--- src/rtl/apb_master_fsm.sv ---
`default_nettype none
// ============================================================================
// Module      : apb_master_fsm
// Description : APB requester. Runs single commands through SETUP/ACCESS and
//               returns one response pulse, with a wait-state timeout guard.
// Revision    : 1.0 - initial release
// ============================================================================
module apb_master_fsm #(
  parameter int ADDR_W  = 32,
  parameter int DATA_W  = 64,
  parameter int TIMEOUT = 16
) (
  input  logic              PCLK,
  input  logic              PRESET,
  input  logic              cmd_valid,
  output logic              cmd_ready,
  input  logic              cmd_write,
  input  logic [ADDR_W-1:0] cmd_addr,
  input  logic [DATA_W-1:0] cmd_wdata,
  output logic              rsp_valid,
  output logic [DATA_W-1:0] rsp_rdata,
  output logic              rsp_err,
  output logic              rsp_timeout,
  output logic              PSELx,
  output logic              PENABLE,
  output logic              PWRITE,
  output logic [ADDR_W-1:0] PADDR,
  output logic [DATA_W-1:0] PWDATA,
  input  logic              PREADY,
  input  logic              PSLVERR,
  input  logic [DATA_W-1:0] PRDATA
);

  localparam int c_WCNT_W      = (TIMEOUT > 0) ? $clog2(TIMEOUT + 1) : 1;
  localparam int c_WAIT_LAST_I = (TIMEOUT > 0) ? (TIMEOUT - 1) : 0;
  localparam logic [c_WCNT_W-1:0] c_WAIT_LAST = c_WAIT_LAST_I[c_WCNT_W-1:0];
  localparam logic [c_WCNT_W-1:0] c_WCNT_MAX  = {c_WCNT_W{1'b1}};

  typedef enum logic [1:0] {
    S_IDLE   = 2'd0,
    S_SETUP  = 2'd1,
    S_ACCESS = 2'd2
  } state_t;

  state_t              r_state;
  state_t              w_state_nxt;
  logic [c_WCNT_W-1:0] r_wait_cnt;
  logic                w_accept;
  logic                w_done;
  logic                w_timeout;

  assign PSELx    = (r_state != S_IDLE);
  assign PENABLE  = (r_state == S_ACCESS);
  assign w_accept = cmd_valid & cmd_ready;

  always_comb begin
    w_state_nxt = r_state;
    cmd_ready   = 1'b0;
    w_done      = 1'b0;
    w_timeout   = 1'b0;
    case (r_state)
      S_IDLE: begin
        cmd_ready = 1'b1;
        if (cmd_valid) w_state_nxt = S_SETUP;
      end
      S_SETUP: begin
        w_state_nxt = S_ACCESS;
      end
      S_ACCESS: begin
        // Accepting during completion lets a queued command skip IDLE.
        cmd_ready = PREADY;
        if (PREADY) begin
          w_done      = 1'b1;
          w_state_nxt = cmd_valid ? S_SETUP : S_IDLE;
        end else if ((TIMEOUT > 0) && (r_wait_cnt == c_WAIT_LAST)) begin
          w_timeout   = 1'b1;
          w_state_nxt = S_IDLE;
        end
      end
      default: begin
        w_state_nxt = S_IDLE;
      end
    endcase
  end

  always_ff @(posedge PCLK) begin
    if (PRESET) begin
      r_state     <= S_IDLE;
      r_wait_cnt  <= '0;
      PWRITE      <= 1'b0;
      PADDR       <= '0;
      PWDATA      <= '0;
      rsp_valid   <= 1'b0;
      rsp_rdata   <= '0;
      rsp_err     <= 1'b0;
      rsp_timeout <= 1'b0;
    end else begin
      r_state   <= w_state_nxt;
      rsp_valid <= w_done | w_timeout;

      if (w_accept) begin
        PWRITE <= cmd_write;
        PADDR  <= cmd_addr;
        PWDATA <= cmd_wdata;
      end

      // Saturating count so a disabled timeout never wraps.
      if (w_state_nxt == S_SETUP) begin
        r_wait_cnt <= '0;
      end else if ((r_state == S_ACCESS) && !PREADY && (r_wait_cnt != c_WCNT_MAX)) begin
        r_wait_cnt <= r_wait_cnt + 1'b1;
      end

      if (w_done) begin
        rsp_err     <= PSLVERR;
        rsp_rdata   <= PWRITE ? '0 : PRDATA;
        rsp_timeout <= 1'b0;
      end else if (w_timeout) begin
        rsp_err     <= 1'b1;
        rsp_rdata   <= '0;
        rsp_timeout <= 1'b1;
      end
    end
  end

endmodule
`default_nettype wire

--- config.mk ---
export PLATFORM = sky130hd
export DESIGN_NAME = apb_master_fsm
export DESIGN_NICKNAME = d
export VERILOG_FILES = /design/src/rtl/apb_master_fsm.sv
export SDC_FILE = /design/constraint.sdc
export NUM_CORES = 1
export LEC_CHECK = 0
export CORE_UTILIZATION = 34
export CTS_CLUSTER_SIZE = 28
export DETAILED_ROUTE_END_ITERATION = 8
export PLACE_DENSITY = 0.84
export RECOVER_POWER = 100
export SLEW_MARGIN = 10
export SYNTH_ARGS = -nofsm -noshare
export SYNTH_HDL_FRONTEND = slang
export SYNTH_SLANG_ARGS = --single-unit
--- constraint.sdc ---
create_clock -name PCLK -period 1.95 [get_ports PCLK]
set_input_delay 0.195 -clock PCLK [delete_from_list [all_inputs] [get_ports PCLK]]
set_output_delay 0.195 -clock PCLK [all_outputs]
set_load 0.005 [all_outputs]
== Yosys cells after proc, flatten, opt, wreduce, memory -nomap -nowiden ==
Cells that the tools add are included.

* Logic and storage cells: 41
* Flip-flop bits (word level): 171
* Output and inout port bits: 167
* Input bits: 166

* Bitwise operators: 2
* Add/sub/neg operators: 1
* Equal/unequal tests: 5
* Mux-type cells: 16
* Reduce and logical (&&, ||, !) cells: 8

{| class="wikitable"
|+ Operator list
! operator !! count
|-
| $mux W64 || 3
|-
| $mux W1 || 8
|-
| $mux W2 || 3
|-
| $pmux W2 S3 || 1
|-
| $add A5 B1 Y5 const B || 1
|-
| $eq A5 B4 Y1 const B || 1
|-
| $ne A5 B5 Y1 const B || 1
|-
| $eq A2 B1 Y1 const B || 2
|-
| $reduce_bool A2 Y1 || 2
|-
| $reduce_or A2 Y1 || 2
|-
| $eq A2 B2 Y1 const B || 1
|-
| $logic_and A1 B1 Y1 || 2
|-
| $logic_not A2 Y1 || 1
|-
| $pmux W1 S2 || 1
|-
| $and A1 B1 Y1 || 1
|-
| $logic_not A1 Y1 || 1
|-
| $or A1 B1 Y1 || 1
|}

== Longest topological paths before layout ==
Gate-level depths: netlist of the first run.

* Depth in word-level cells: 6
* Gate-level depth with buffers: 8
* Depth with buffers taken out: 6

== Least setup slack after synthesis of the first run ==
OpenSTA, ideal clock, no wires.

* Path kind: reg2reg
* Start: register r_wait_cnt[0]
* End: register r_wait_cnt[3]
* Slack: 0.040 ns
* Buffers on the path: 0
* Arrival: 1.840 ns
* Setup time: 0.070 ns
* Required time: 1.880 ns
* Stages on the path, launching flop included: 7
* Clock period less this slack: 1.910 ns
* Path through: dfxtp_1 > ha_1 > and3_1 > ha_1 > or4b_4 > or3_1 > a21oi_1

* Word-level cells in the longest chain between the ends: 6
* Elaborated cells on any way between the ends: 9
* Classes of those cells: 1 x add/sub; 3 x eq/ne; 3 x mux; 2 x reduce/logical

{| class="wikitable"
|+ RTL lines
! what !! RTL line !! text
|-
| start: declaration || 47 || <nowiki>logic [c_WCNT_W-1:0] r_wait_cnt;</nowiki>
|-
| start signal: assignment || 111 || <nowiki>r_wait_cnt <= r_wait_cnt + 1'b1;</nowiki>
|-
| $eq A5 B4 Y1 || 75 || <nowiki>end else if ((TIMEOUT > 0) && (r_wait_cnt == c_WAIT_LAST)) begin</nowiki>
|-
| $mux W2 || 75 ||
|-
| $mux W2 || 72 || <nowiki>if (PREADY) begin</nowiki>
|-
| $pmux W2 S3 || 61 || <nowiki>case (r_state)</nowiki>
|-
| $eq A2 B1 Y1 || 108 || <nowiki>if (w_state_nxt == S_SETUP) begin</nowiki>
|-
| $reduce_or A2 Y1 (no source line) || n/a ||
|}

Parallel ways exist; a longest one is shown, timed or not.
A chain may end at the register's enable or synchronous reset.

== Final worst setup path of the first run ==
* Start: register r_wait_cnt[0]
* End: register r_wait_cnt[2]

The elaborated chain is that of the path after synthesis.

==> metrics, run 1 <==
crit start category=register; hold_ws=0.193 ns; number of remaining DRC errors=0; Buffers & Inverters on Critical Path=0; Max-cap violations=0; Setup CP Type=register to register; Via density=roughly 4.9; Detailed Place HPWL=12700 um; cells along the critical path=ha_2 -> and3_4 -> ha_2 -> or4b_4 -> or3_1 -> a21oi_1; Placer Congestion=0.783; commonest non-fill, non-tap cell in the layout=dfxtp_1; clock root buffer=clkbuf_16; number of synthesized register bits=around 170; Setup Viol. Count Final=0; Synth Area per Inst=between 10 and 15 um2; first-pass GRT wire length=around 28000 um; ratio of final minimum period to clock period=0.965; WP data required=approximately 2.3 ns; Clock Latency Late Sink=0.41 ns; Mapped Nets=~720; core area=16100 um2; vias in the first global route=5325; RSZ-0062 raised after global routing=no; P_leak=0.00409 uW; Post-Place Worst Slack=-0.0312 ns; status=finished, final reports clean; Area after DPL=9280 um2; io pins=between 300 and 400; Hold Crit Class=input pin to register; clock buffer depth=2; fin worst setup slack=0.0675 ns; Slew HR=0.462; vias after detailed routing=5367; die height=131 um; Yosys Warn Count=0; design area=9810 um2; Slew @ Worst Pin=around 0.81 ns; Clock Skew=about 0.0056 ns; Crit path top cell by count=ha_2; layout cell share with drive strength beyond 1=0.0677; CP max stage cell=or4b_4; register area share after synthesis=0.603; Initial Utilization=0.352; nets=1042; TritonCTS clock tree=yes; P per Cell Area=just over 800 nW/um2; Clock Sinks=171; GR Util All Layers=0.207; # rows=46; htree depth=4; Cell variety after synth=30; Max Slew Vio Count=0; Power, Total=7950 uW; Worst path top cell family by delay=simple AND/OR/NAND/NOR gates; first-pass iteration count of the detailed router=4; Async S/R FF share, synth=0; Die Footprint=17200 um2; antenna violations before repair=0; DR WL/cell=~16 um; f_max=between 0.5 and 0.6 GHz; remaining antenna violation count=0; clock slew at reported path FFs=~0.060 ns; Post-Synthesis Cells=554; die width=between 100 and 150 um; Buffers on Ports=332; drt total wl=between 15000 and 20000 um; Antenna Cells=0; CP Capture Type=register; worst vdd ir=562 uV; largest net degree at the start of global routing=58; cell taking the most area after synthesis=dfxtp_1; most common flop cell mapped by yosys=dfxtp_1; endpoints failing hold=0; CTS buffer count=17; commonest non-fill, non-tap cells in the layout=168 x dfxtp_1, 167 x clkdlybuf4s50_1, 164 x dlygate4sd3_1, 97 x a22o_1, 68 x a21oi_1; synth-to-layout area growth=72.7%; Synth area leaders=dfxtp_1 60%, a22o_1 15%, a21oi_1 6.1%; fin crit period=1.88 ns; number of flops mapped to enable cells by yosys=0; CP max stage delay=0.49 ns; CP max FO=4; setup_tns=0 ns; arrival time at the worst endpoint=around 2.2 ns; initial DRC count=227; Post-Syn Area=5680 um2; total gr overflow=0; Synth top area share=0.603
## cells by family (layout without fill, tap and decap cells)
family                   after synthesis  in the layout  share of synthesized area
AND/OR/NAND/NOR                       87             87                     0.0679
AO/OA/AOI/OAI                        238            238                      0.277
buffers and inverters                 54            386                     0.0445
XOR/XNOR                               1              1                    0.00154
flip-flops                           171            171                      0.603
adder cells (fa/ha/maj)                3              3                    0.00661
## per-stage QoR
step,util,std cells
2_1_floorplan,-,554
3_3_place_gp,0.576,1069
3_5_place_dp,0.576,1069
4_1_cts,0.612,1102
5_1_grt,0.609,1102
6_report,0.609,1102
## what timing repair did
action	CTS	global route
setup buffers	1	0
pin swaps	3	3
hold buffers	0	0
resized for setup	6	4
endpoints found under the setup margin	4	3
## power breakdown
| part | internal [uW] | switching [uW] |
|---|---|---|
| Clock | 1830 | 1370 |
| Combinational | 645 | 357 |
| Sequential | 3660 | 85.8 |
## flip-flops by register name (all words and copies together), names as in the netlist
name,count
rsp_rdata,64
rsp_timeout,1
r_state,2
PWRITE,1
rsp_valid,1
r_wait_cnt,5
PADDR,32
PWDATA,64
rsp_err,1
## cell usage after synthesis (all sizes together) (2+ instances only)
| master | instances |
|---|---|
| or3 | 2 |
| nor2 | 7 |
| clkbuf | 28 |
| a22o | 97 |
| a211oi | 2 |
| buf | 22 |
| dfxtp | 171 |
| nor3 | 2 |
| nor2b | 2 |
| a21oi | 69 |
| nand2b | 2 |
| inv | 4 |
| nand2 | 66 |
| o21ai | 66 |
| ha | 3 |
## final timing paths
check	startpoint	endpoint	slack (ns)	cells after the start
worst min register to register	rsp_rdata[52]$_SDFFE_PP0P_	rsp_rdata[52]$_SDFFE_PP0P_	0.47	2
worst min-delay path	PRESET	rsp_rdata[38]$_SDFFE_PP0P_	0.19	2
worst max register to register	r_wait_cnt[0]$_SDFFE_PP0P_	r_wait_cnt[2]$_SDFFE_PP0P_	0.07	6
worst max-delay path	r_wait_cnt[0]$_SDFFE_PP0P_	r_wait_cnt[2]$_SDFFE_PP0P_	0.07	6
## worst reg2reg max path, stage by stage, from the launching register on
cell     delay [ns]
dfxtp_2        0.32
ha_2           0.18
and3_4         0.18
ha_2           0.17
or4b_4         0.49
or3_1          0.36
a21oi_1        0.12
## cell type report
cell class	instances	area, um2
fillers	1315	6310
flip-flops and latches	171	3430
clock inverters	9	87.6
well taps	216	270
clock buffers	23	468
inverters	4	15.0
multi-input cells	329	2030
repair buffers	350	3510
## metal layers
metal,share of wire,vias to the layer above,GRT usage
met3,0.096,21,0.0880
met2,0.48,232,0.352
met5,0,-,0
met1,0.40,2485,0.233
li1,-,2629,-
met4,0.017,0,0.0667
(Power assumes the default switching activity.)
==> run 2, diff against run 1 <==
Settings changed: CAP_MARGIN set to 40, PLACE_DENSITY 0.84 to 0.76.
==> metrics, run 2 (synthesis gave the netlist of run 1 again) <==
status=finished, final reports clean; WP data required=around 2.3 ns; f_max=0.536 GHz; top flop regs=PWDATA (64), rsp_rdata (64), PADDR (32); GR Util All Layers=0.211; DR WL/cell=between 15 and 20 um; Clock Skew=0.00650 ns; initial DRC count=235; # rows=46; Die Footprint=17200 um2; vias in the first global route=5294; final non-filler cell total=1103; DP Cell Count=approximately 1100; Hold Path End=rsp_rdata[40]$_SDFFE_PP0P_; cells along the critical path=ha_4 -> and3_4 -> ha_2 -> or4b_4 -> or3_4 -> a21oi_2; TritonCTS clock tree=yes; Slew @ Worst Pin=between 0.7 and 0.8 ns; drt total wl=18400 um; commonest non-fill, non-tap cell in the layout=dfxtp_1; Detailed Place HPWL=12600 um; Setup Viol. Count Final=0; total gr overflow=0; fin worst setup slack=around 0.083 ns; first-pass iteration count of the detailed router=4; layout cell share with drive strength beyond 1=0.0678; area of the multi-input gates=2050 um2; Reg2Reg Launch Point=r_wait_cnt[1]$_SDFFE_PP0P_; Clock Latency Late Sink=0.42 ns; htree depth=4; FILL cells=1341; sw frac=0.221; Psw=1870 uW; Layout Utilization=0.616; flop2flop setup slack=0.08 ns; antenna violations before repair=2; crit start category=register; Placer Congestion=roughly 0.79; Max-cap violations=0; endpoints failing hold=0; register area=3430 um2; Clock Sinks=approximately 170; setup_tns=0 ns; die width=131 um; ratio of final minimum period to clock period=0.957; CP max stage cell=or4b_4; GR Util met2=0.346; clock root buffer=clkbuf_16; Max Slew Vio Count=0; Via density=4.87; Setup CP Type=register to register; min-delay src=PRESET; grt met3 use=0.0972; Int Pwr=~6600 uW; Initial Utilization=0.352; clock slew at reported path FFs=about 0.06 ns; CTS buffer count=17; synth-to-layout area growth=74.9%; RSZ-0062 raised after global routing=no; Hold Crit Class=input pin to register; remaining antenna violation count=0; logic gate share of total power=0.120; Post-Place Worst Slack=-0.00191 ns; arrival time at the worst endpoint=2.22 ns; Buffers on Ports=332; CP max stage delay=0.49 ns; P_leak=slightly above 0.004 uW; largest net degree at the start of global routing=99; core area=16100 um2; die height=131 um; worst vdd ir=between 500 and 600 uV; commonest non-fill, non-tap cells in the layout=168 x dfxtp_1, 166 x clkdlybuf4s50_1, 164 x dlygate4sd3_1, 97 x a22o_1, 68 x a21oi_1; CP max FO=3; first-pass GRT wire length=~29000 um; vias after detailed routing=5374; fin crit period=1.87 ns; CP Capture Type=register; Critical R2R Capture=r_wait_cnt[3]$_SDFFE_PP0P_; Slew HR=0.504; P per Cell Area=852 nW/um2; Clk pwr share=0.438; worst hold path depth=3; number of remaining DRC errors=0; grt peak-use layer=met2; clock buffer depth=2; Sequential Power Share=0.442; met1 usage=0.234; R2R depth=6; nets=1041; io pins=333
run 2: through the flow:
| step | total power, uW | instance area (um2) | hold slack [ns] |
|---|---|---|---|
| floorplan | 4130 | 5680 | 0.292 |
| global placement | 4890 | 9250 | 0.455 |
| detailed placement | 4890 | 9250 | 0.460 |
| CTS | 8630 | 9920 | 0.301 |
| global route | 8800 | 9930 | 0.304 |
| finish | 8460 | 9930 | 0.303 |
run 2: power by group through the flow:
stage | clock (uW) | combinational [uW] | sequential [uW]
2_1_floorplan | 0 | 299 | 3830
3_3_place_gp | 0 | 1070 | 3820
3_5_place_dp | 0 | 1080 | 3820
4_1_cts | 3790 | 1080 | 3750
5_1_grt | 3950 | 1090 | 3760
6_report | 3710 | 1010 | 3740
run 2: critical path, delay by kind of cell (launching register included):
kind	cells	cell delay, ns
AND/OR/NAND/NOR	3	1.02
flip-flops	1	0.33
adder cells (fa/ha/maj)	2	0.33
AO/OA/AOI/OAI	1	0.13
run 2: per-layer routing:
metal,vias to the layer above,share of wire
li1,2624,-
met1,2492,0.40
met2,232,0.47
met3,26,0.10
met4,0,0.025
met5,-,0
run 2: repair_timing:
item                                    CTS  global route
gates resized for setup                   5             7
endpoints found under the setup margin    3             4
gates cloned                              0             0
buffers inserted                          1             2
hold buffers                              0             0
pin swaps                                 2             3
run 2: area by class of cell:
cell class / count / share of cell area
Antenna cell: 2 / 0.000504
Multi-Input combinational cell: 329 / 0.206
Inverter: 4 / 0.00151
Clock inverter: 13 / 0.0215
Timing Repair Buffer: 349 / 0.354
Sequential cell: 171 / 0.345
Clock buffer: 19 / 0.0436
Tap cell: 216 / 0.0272
run 2: worst max-delay path by stage:
stage                                     startpoint                    endpoint  slack [ns]  cells past startpoint
final                     r_wait_cnt[1]$_SDFFE_PP0P_  r_wait_cnt[3]$_SDFFE_PP0P_        0.08                      6
after global routing           r_state[1]$_SDFF_PP0_      PADDR[21]$_SDFFE_PP0P_        0.01                      5
after CTS                      r_state[1]$_SDFF_PP0_                   cmd_ready      0.0003                      3
after detailed placement  r_wait_cnt[0]$_SDFFE_PP0P_  r_wait_cnt[3]$_SDFFE_PP0P_      -0.002                      6
after global placement    r_wait_cnt[0]$_SDFFE_PP0P_  r_wait_cnt[3]$_SDFFE_PP0P_        0.01                      6
after floorplan           r_wait_cnt[0]$_SDFFE_PP0P_  r_wait_cnt[3]$_SDFFE_PP0P_        0.04                      6
